## src/rtl/rom_reader_pkg.sv

```systemverilog
// Shared constants for the PROM dump logic: chip types, last addresses,
// chip-select patterns and the sequencer state encoding.
package rom_reader_pkg;

  localparam logic CHIP_IP3601 = 1'b0;
  localparam logic CHIP_IP3604 = 1'b1;

  localparam int IP3601_LAST_ADDR = 255;
  localparam int IP3604_LAST_ADDR = 511;

  localparam logic [3:0] CS_IDLE   = 4'b1111;
  localparam logic [3:0] CS_IP3601 = 4'b1110;
  localparam logic [3:0] CS_IP3604 = 4'b1100;

  typedef enum logic [2:0] {
    ST_IDLE,
    ST_SETTLE,
    ST_CAPTURE,
    ST_OUTPUT,
`ifdef ROM_DUMP_CHECKSUM_EN
    ST_CSUM_LO,
    ST_CSUM_HI,
`endif
    ST_DONE
  } seq_state_t;

  function automatic logic [3:0] cs_pattern(input logic chip);
    return (chip == CHIP_IP3604) ? CS_IP3604 : CS_IP3601;
  endfunction

endpackage

```

## src/rtl/rom_dump_sequencer_if.sv

```systemverilog
// Bundle of PROM socket pins, control strobes and the word-stream handshake
// between the dump sequencer (master) and its environment (slave).
interface rom_dump_sequencer_if #(
  parameter int DATA_WIDTH    = 8,
  parameter int ADDRESS_WIDTH = 9
);

  logic                     start;
  logic                     abort;
  logic                     selected_chip;
  logic [DATA_WIDTH-1:0]    chip_data_port;
  logic [ADDRESS_WIDTH-1:0] chip_address_port;
  logic [3:0]               chip_selection_port;
  logic [DATA_WIDTH-1:0]    data_out;
  logic                     data_valid;
  logic                     data_ready;
  logic                     busy;
  logic                     done;

  modport master (
    input  start, abort, selected_chip, chip_data_port, data_ready,
    output chip_address_port, chip_selection_port, data_out, data_valid, busy, done
  );

  modport slave (
    output start, abort, selected_chip, chip_data_port, data_ready,
    input  chip_address_port, chip_selection_port, data_out, data_valid, busy, done
  );

endinterface

```

## src/rtl/rom_settle_timer.sv

```systemverilog
// Loadable down-counter; done is high whenever the count has reached zero.
module rom_settle_timer #(
  parameter int COUNT_W = 4
) (
  input  logic               clk,
  input  logic               reset_n,
  input  logic               load,
  input  logic [COUNT_W-1:0] load_value,
  output logic               done
);

  logic [COUNT_W-1:0] count;

  always_ff @(posedge clk or negedge reset_n) begin
    if (!reset_n) begin
      count <= '0;
    end else if (load) begin
      count <= load_value;
    end else if (count != '0) begin
      count <= count - 1'b1;
    end
  end

  assign done = (count == '0);

endmodule

```

## src/rtl/rom_dump_sequencer.sv

```systemverilog
// Walks every PROM address, waits for the bus to settle, captures and streams
// each word. Optional trailing 16-bit checksum under ROM_DUMP_CHECKSUM_EN.
module rom_dump_sequencer
  import rom_reader_pkg::*;
#(
  parameter int DATA_WIDTH    = 8,
  parameter int ADDRESS_WIDTH = 9,
  parameter int SETTLE_CYCLES = 16
) (
  input  logic                 clk,
  input  logic                 reset_n,
  rom_dump_sequencer_if.master bus
);

  localparam int CW = (SETTLE_CYCLES > 1) ? $clog2(SETTLE_CYCLES) : 1;
  localparam logic [CW-1:0] SETTLE_LOAD = CW'(SETTLE_CYCLES - 1);
  localparam logic [ADDRESS_WIDTH-1:0] LAST_IP3601 = ADDRESS_WIDTH'(IP3601_LAST_ADDR);
  localparam logic [ADDRESS_WIDTH-1:0] LAST_IP3604 = ADDRESS_WIDTH'(IP3604_LAST_ADDR);

  seq_state_t state;
  logic       chip_sel;
  logic       xfer;
  logic       at_last;
  logic       timer_load;
  logic       timer_done;

  // The 4-bit IP3601 leaves the upper data lines floating; never pass them on.
  function automatic logic [DATA_WIDTH-1:0] mask_word(input logic chip,
                                                      input logic [DATA_WIDTH-1:0] raw);
    return (chip == CHIP_IP3601) ? {{(DATA_WIDTH-4){1'b0}}, raw[3:0]} : raw;
  endfunction

  assign xfer    = bus.data_valid && bus.data_ready;
  assign at_last = (bus.chip_address_port == (chip_sel ? LAST_IP3604 : LAST_IP3601));

  // Reload the timer whenever an address is (re)driven onto the socket.
  assign timer_load = !bus.abort &&
                      (((state == ST_IDLE) && bus.start) ||
                       ((state == ST_OUTPUT) && xfer && !at_last));

  rom_settle_timer #(.COUNT_W(CW)) u_settle_timer (
    .clk        (clk),
    .reset_n    (reset_n),
    .load       (timer_load),
    .load_value (SETTLE_LOAD),
    .done       (timer_done)
  );

`ifdef ROM_DUMP_CHECKSUM_EN
  logic [15:0] csum;
  logic [15:0] csum_next;

  assign csum_next = csum + 16'(bus.data_out);

  function automatic logic [DATA_WIDTH-1:0] csum_word(input logic [7:0] b);
    return DATA_WIDTH'(b);
  endfunction
`endif

  always_ff @(posedge clk or negedge reset_n) begin
    if (!reset_n) begin
      state                   <= ST_IDLE;
      chip_sel                <= 1'b0;
      bus.chip_address_port   <= '0;
      bus.chip_selection_port <= CS_IDLE;
      bus.data_out            <= '0;
      bus.data_valid          <= 1'b0;
      bus.busy                <= 1'b0;
      bus.done                <= 1'b0;
`ifdef ROM_DUMP_CHECKSUM_EN
      csum                    <= '0;
`endif
    end else if (bus.abort) begin
      state                   <= ST_IDLE;
      bus.chip_address_port   <= '0;
      bus.chip_selection_port <= CS_IDLE;
      bus.data_valid          <= 1'b0;
      bus.busy                <= 1'b0;
      bus.done                <= 1'b0;
    end else begin
      case (state)
        ST_IDLE: begin
          bus.done <= 1'b0;
          if (bus.start) begin
            chip_sel                <= bus.selected_chip;
            bus.chip_address_port   <= '0;
            bus.chip_selection_port <= cs_pattern(bus.selected_chip);
            bus.busy                <= 1'b1;
            state                   <= ST_SETTLE;
`ifdef ROM_DUMP_CHECKSUM_EN
            csum                    <= '0;
`endif
          end
        end
        ST_SETTLE: begin
          if (timer_done) state <= ST_CAPTURE;
        end
        ST_CAPTURE: begin
          bus.data_out   <= mask_word(chip_sel, bus.chip_data_port);
          bus.data_valid <= 1'b1;
          state          <= ST_OUTPUT;
        end
        ST_OUTPUT: begin
          if (xfer) begin
            if (at_last) begin
              bus.chip_address_port   <= '0;
              bus.chip_selection_port <= CS_IDLE;
`ifdef ROM_DUMP_CHECKSUM_EN
              csum                    <= csum_next;
              bus.data_out            <= csum_word(csum_next[7:0]);
              state                   <= ST_CSUM_LO;
`else
              bus.data_valid          <= 1'b0;
              bus.done                <= 1'b1;
              state                   <= ST_DONE;
`endif
            end else begin
`ifdef ROM_DUMP_CHECKSUM_EN
              csum                  <= csum_next;
`endif
              bus.data_valid        <= 1'b0;
              bus.chip_address_port <= bus.chip_address_port + 1'b1;
              state                 <= ST_SETTLE;
            end
          end
        end
`ifdef ROM_DUMP_CHECKSUM_EN
        ST_CSUM_LO: begin
          if (xfer) begin
            bus.data_out <= csum_word(csum[15:8]);
            state        <= ST_CSUM_HI;
          end
        end
        ST_CSUM_HI: begin
          if (xfer) begin
            bus.data_valid <= 1'b0;
            bus.done       <= 1'b1;
            state          <= ST_DONE;
          end
        end
`endif
        ST_DONE: begin
          bus.done <= 1'b0;
          bus.busy <= 1'b0;
          state    <= ST_IDLE;
        end
        default: begin
          state <= ST_IDLE;
        end
      endcase
    end
  end

endmodule

```

## src/flat_wrapper.sv

```systemverilog
// flat-port wrapper written by rule: the top's interface ports become plain ports
module rom_dump_sequencer_flat import rom_reader_pkg::*;
#(
  parameter int DATA_WIDTH    = 8,
  parameter int ADDRESS_WIDTH = 9,
  parameter int SETTLE_CYCLES = 16
)
  (clk, reset_n, bus_start, bus_abort, bus_selected_chip, bus_chip_data_port, bus_data_ready, bus_chip_address_port, bus_chip_selection_port, bus_data_out, bus_data_valid, bus_busy, bus_done);
  rom_dump_sequencer_if #(.DATA_WIDTH(DATA_WIDTH), .ADDRESS_WIDTH(ADDRESS_WIDTH)) bus_i ();
  input  logic clk;
  input  logic reset_n;
  input wire logic [$bits(bus_i.start)-1:0] bus_start;
  input wire logic [$bits(bus_i.abort)-1:0] bus_abort;
  input wire logic [$bits(bus_i.selected_chip)-1:0] bus_selected_chip;
  input wire logic [$bits(bus_i.chip_data_port)-1:0] bus_chip_data_port;
  input wire logic [$bits(bus_i.data_ready)-1:0] bus_data_ready;
  output wire logic [$bits(bus_i.chip_address_port)-1:0] bus_chip_address_port;
  output wire logic [$bits(bus_i.chip_selection_port)-1:0] bus_chip_selection_port;
  output wire logic [$bits(bus_i.data_out)-1:0] bus_data_out;
  output wire logic [$bits(bus_i.data_valid)-1:0] bus_data_valid;
  output wire logic [$bits(bus_i.busy)-1:0] bus_busy;
  output wire logic [$bits(bus_i.done)-1:0] bus_done;
  assign bus_i.start = bus_start;
  assign bus_i.abort = bus_abort;
  assign bus_i.selected_chip = bus_selected_chip;
  assign bus_i.chip_data_port = bus_chip_data_port;
  assign bus_i.data_ready = bus_data_ready;
  assign bus_chip_address_port = bus_i.chip_address_port;
  assign bus_chip_selection_port = bus_i.chip_selection_port;
  assign bus_data_out = bus_i.data_out;
  assign bus_data_valid = bus_i.data_valid;
  assign bus_busy = bus_i.busy;
  assign bus_done = bus_i.done;
  rom_dump_sequencer #(.DATA_WIDTH(DATA_WIDTH), .ADDRESS_WIDTH(ADDRESS_WIDTH), .SETTLE_CYCLES(SETTLE_CYCLES)) u_core (.clk(clk), .reset_n(reset_n), .bus(bus_i));
endmodule
```

## config.mk

```make
export PLATFORM = sky130hd
export DESIGN_NAME = rom_dump_sequencer_flat
export DESIGN_NICKNAME = d
export VERILOG_FILES = /design/src/rtl/rom_reader_pkg.sv /design/src/rtl/rom_dump_sequencer_if.sv /design/src/rtl/rom_settle_timer.sv /design/src/rtl/rom_dump_sequencer.sv /design/src/flat_wrapper.sv
export SDC_FILE = /design/constraint.sdc
export NUM_CORES = 1
export LEC_CHECK = 0
export CAP_MARGIN = 20
export CORE_MARGIN = 2
export CORE_UTILIZATION = 48
export CTS_CLUSTER_DIAMETER = 100
export DETAILED_ROUTE_END_ITERATION = 10
export PLACE_DENSITY_LB_ADDON = 0.15
export SYNTH_ARGS = -nofsm -noshare
export SYNTH_HDL_FRONTEND = slang
export SYNTH_HIERARCHICAL = 1
export SYNTH_SLANG_ARGS = --single-unit
```

## constraint.sdc

```tcl
create_clock -name clk -period 2.5 [get_ports clk]
set_clock_uncertainty 0.15 [all_clocks]
set_input_delay 0.375 -clock clk [delete_from_list [all_inputs] [get_ports clk]]
set_output_delay 0.375 -clock clk [all_outputs]
set_load 0.02 [all_outputs]
```

==> flow_metrics.tcl <==
set metrics [dict create \
    root_buffer "clkbuf_4" \
    leakagePower_nw 0.8466 \
    n_antenna_cell 0 \
    synth_top_family_by_area "simple AND/OR/NAND/NOR gates" \
    cts_hold_buf 0 \
    detail-route-antenna-nets 0 \
    dp_hpwl_microns 2387 \
    synth.area.top_cells "dfrtp_1 (46%), nand2_1 (5.2%), o21ai_0 (4.6%)" \
    drt_iter0_drc 34 \
    ys_ff_latch 30 \
    worstPathMaxFanout 8 \
    critPathMaxStageDelay_ns 0.43 \
    cp.required_ns 2.57 \
    place.gp.congestion 0.8216 \
    cts_buffers 5 \
    synth_compound_area_share_pct 14.59 \
    holdCritPathClass "in -> async" \
    yosysUniqueCellTypes 43 \
    path_clk_slew_ns 0.09 \
    fmax_ghz 0.4573 \
    first_pass_iters 4 \
    syn_to_final_growth_pct 31.59 \
    clockBufferDepth 2 \
    synth_top_area_share_pct 46.43 \
    grt_pass1_vias 1272 \
    grt_max_degree 31 \
    die_h_microns 60.07 \
    routed_wl_microns 3232 \
    synthFlopType "dfrtp_1" \
    path_class "reg -> reg" \
    die_w_microns 60.07 \
    hold_ws_ns 0.2842 \
    synth.most_common_cell "dfrtp_1" \
    drive_gt1_share_pct 11.56 \
    avgSynthCellArea_sq_um 9.798 \
    numPortBuffers 35 \
    clk_latency_ns 0.33 \
    min_period_over_period_pct 87.47 \
    max-cap-violations 0 \
    fill_cells 263 \
    coreArea_sq_mm 0.003028 \
    ys_seq_area_share_pct 49.92 \
    synthSimpleGateAreaFrac_pct 22.39 \
    cts_sinks 30 \
    period_minus_slack_ns 2.187 \
    detailed_place.area_sq_mm 0.001926 \
    row_count 20 \
    drt_drc_violations_left 0 \
    cp-start-kind "flop" \
    cts_max_level 2 \
    status "finished, final reports clean" \
    syn_inst 154 \
    hold_viol_final 0 \
    grt_pass1_wl_microns 5382 \
    powerDensity_mw_per_mm2 758.6 \
    async_reset_ff_share_pct 100.0 \
    critical_path.cell_chain "ha_1, and3_1, a311o_1, nand2_1, nor3_1, a221o_1" \
    via_count 1274 \
    arrival_ns 2.26 \
    routed_via_density 5.243 \
    muxShareOfSynthArea_pct 5.058 \
    synth_commonest_cells "dfrtp_1 (28), nand2_1 (21), o21ai_0 (14)" \
    placed_cells 235 \
    synth_edf_count 0 \
    synth_warnings 6 \
    slowest_stage "dfrtp_1" \
    fin_nets 214 \
    post_cts.repair.setup_buffers 0 \
    synthXorXnorAreaFrac_pct 1.161 \
    antenna_found_initial 0 \
    grt_usage_pct 20.45 \
    overflow 0 \
    vdd_ir_drop_max_mv 0.4510 \
    io_pins 38 \
    yosysTopAreaCell "dfrtp_1" \
    cts_resized 0 \
    slew_viol_final 0 \
    cts_tree "done" \
    initial_core_util_pct 49.83 \
    syn_area_sq_mm 0.001509 \
    final.setup.tns_ns 0 \
    layoutNonFillerInstCount 243 \
    fin_area_sq_mm 0.001986 \
    wire_per_inst_microns 13.30 \
    synth_adder_area_share_pct 1.658 \
    critPathCaptureType "flop" \
    die-area_sq_mm 0.003608 \
    power.total_w 0.001506 \
    setup_viol 0 \
    rsz0062_at_grt "no" \
]
==> metal layers <==
layer,up-vias,wire length [microns],part of all wire [%],global-route usage (%)
met2,31,1576,49,34.01
li1,629,-,-,-
met1,608,1426,44,24.41
met3,6,181,5.6,6.926
met5,-,0,0,0
met4,0,47,1.5,7.619
==> state kept, by name (all words and copies together) (netlist names) <==
register and count:
u_core/chip_sel 1, u_core/state 3, u_core/bus.busy 1, u_core/bus.data_out 8, u_core/bus.chip_address_port 9, u_core/bus.chip_selection_port 2
u_core/bus.done 1, u_core/bus.data_valid 1, u_core/u_settle_timer/count 4
==> worst max-delay path: cells and delay by family, from the launching register on <==
kind / cells / cell delay [ns]
and+or+nand+nor: 3 / 0.56
AOI/OAI and AO/OA: 2 / 0.66
adders and majority gates: 1 / 0.27
DFF: 1 / 0.43
==> path summary, 6_finish.rpt <==
| check | from | endpoint | slack, ns | cells past startpoint |
|---|---|---|---|---|
| max | u_core/bus.chip_address_port[0] | u_core/u_settle_timer/count[3] | 0.31 | 6 |
| min reg2reg | u_core/bus.data_out[7] | u_core/bus.data_out[7] | 0.34 | 2 |
| min | reset_n | u_core/bus.data_out[0] | 0.28 | 2 |
| min in group clk | u_core/bus.data_out[7] | u_core/bus.data_out[7] | 0.34 | 2 |
| max in group asynchronous | reset_n | u_core/bus.chip_selection_port[1] | 1.59 | 2 |
| max reg2reg | u_core/bus.chip_address_port[0] | u_core/u_settle_timer/count[3] | 0.31 | 6 |
==> layout by cell type, fill, tap and decap left out, drive strengths merged, types with 3 or more instances in the layout <==
master          n
clkbuf          7
or3             3
nor2            6
mux2            5
nand3          11
buf             6
conb            6
nor3            4
nor3b           4
o21ai          15
a21oi           8
clkdlybuf4s50  35
dfrtp          28
inv             6
nand2          21
==> through the flow <==
step	worst slack, ns	util, %
6_report	0.3133	65.58
5_1_grt	0.1921	65.58
4_1_cts	0.3163	65.58
3_5_place_dp	0.2339	63.60
3_3_place_gp	0.2905	63.60
2_1_floorplan	0.2060	-
==> layout make-up <==
cell class                 count  area, sq um  share of cell area (%)
timing repair buffer          41        395.4                   19.91
tap                           44        55.05                   2.773
sequential                    30        753.2                   37.93
multi-input combinational    114        699.4                   35.22
clock buffer                   7        55.05                   2.773
clock inverter                 1        5.005                  0.2520
inverter                       6        22.52                   1.134
==> kinds of logic after synthesis <==
family	count (synthesis)
simple gates	62
compound gates	35
flops	30
buf+inv	15
mux	7
fa+ha+maj	2
xor+xnor	2
other cells	1
==> report_power, final <==
part,switching [W],total (W),internal [W]
Clock,0.000158,0.000294,0.000136
Sequential,0.0000848,0.000680,0.000595
Combinational,0.000254,0.000532,0.000278
Total,0.000497,0.00151,0.00101
(Power assumes the default switching activity.)
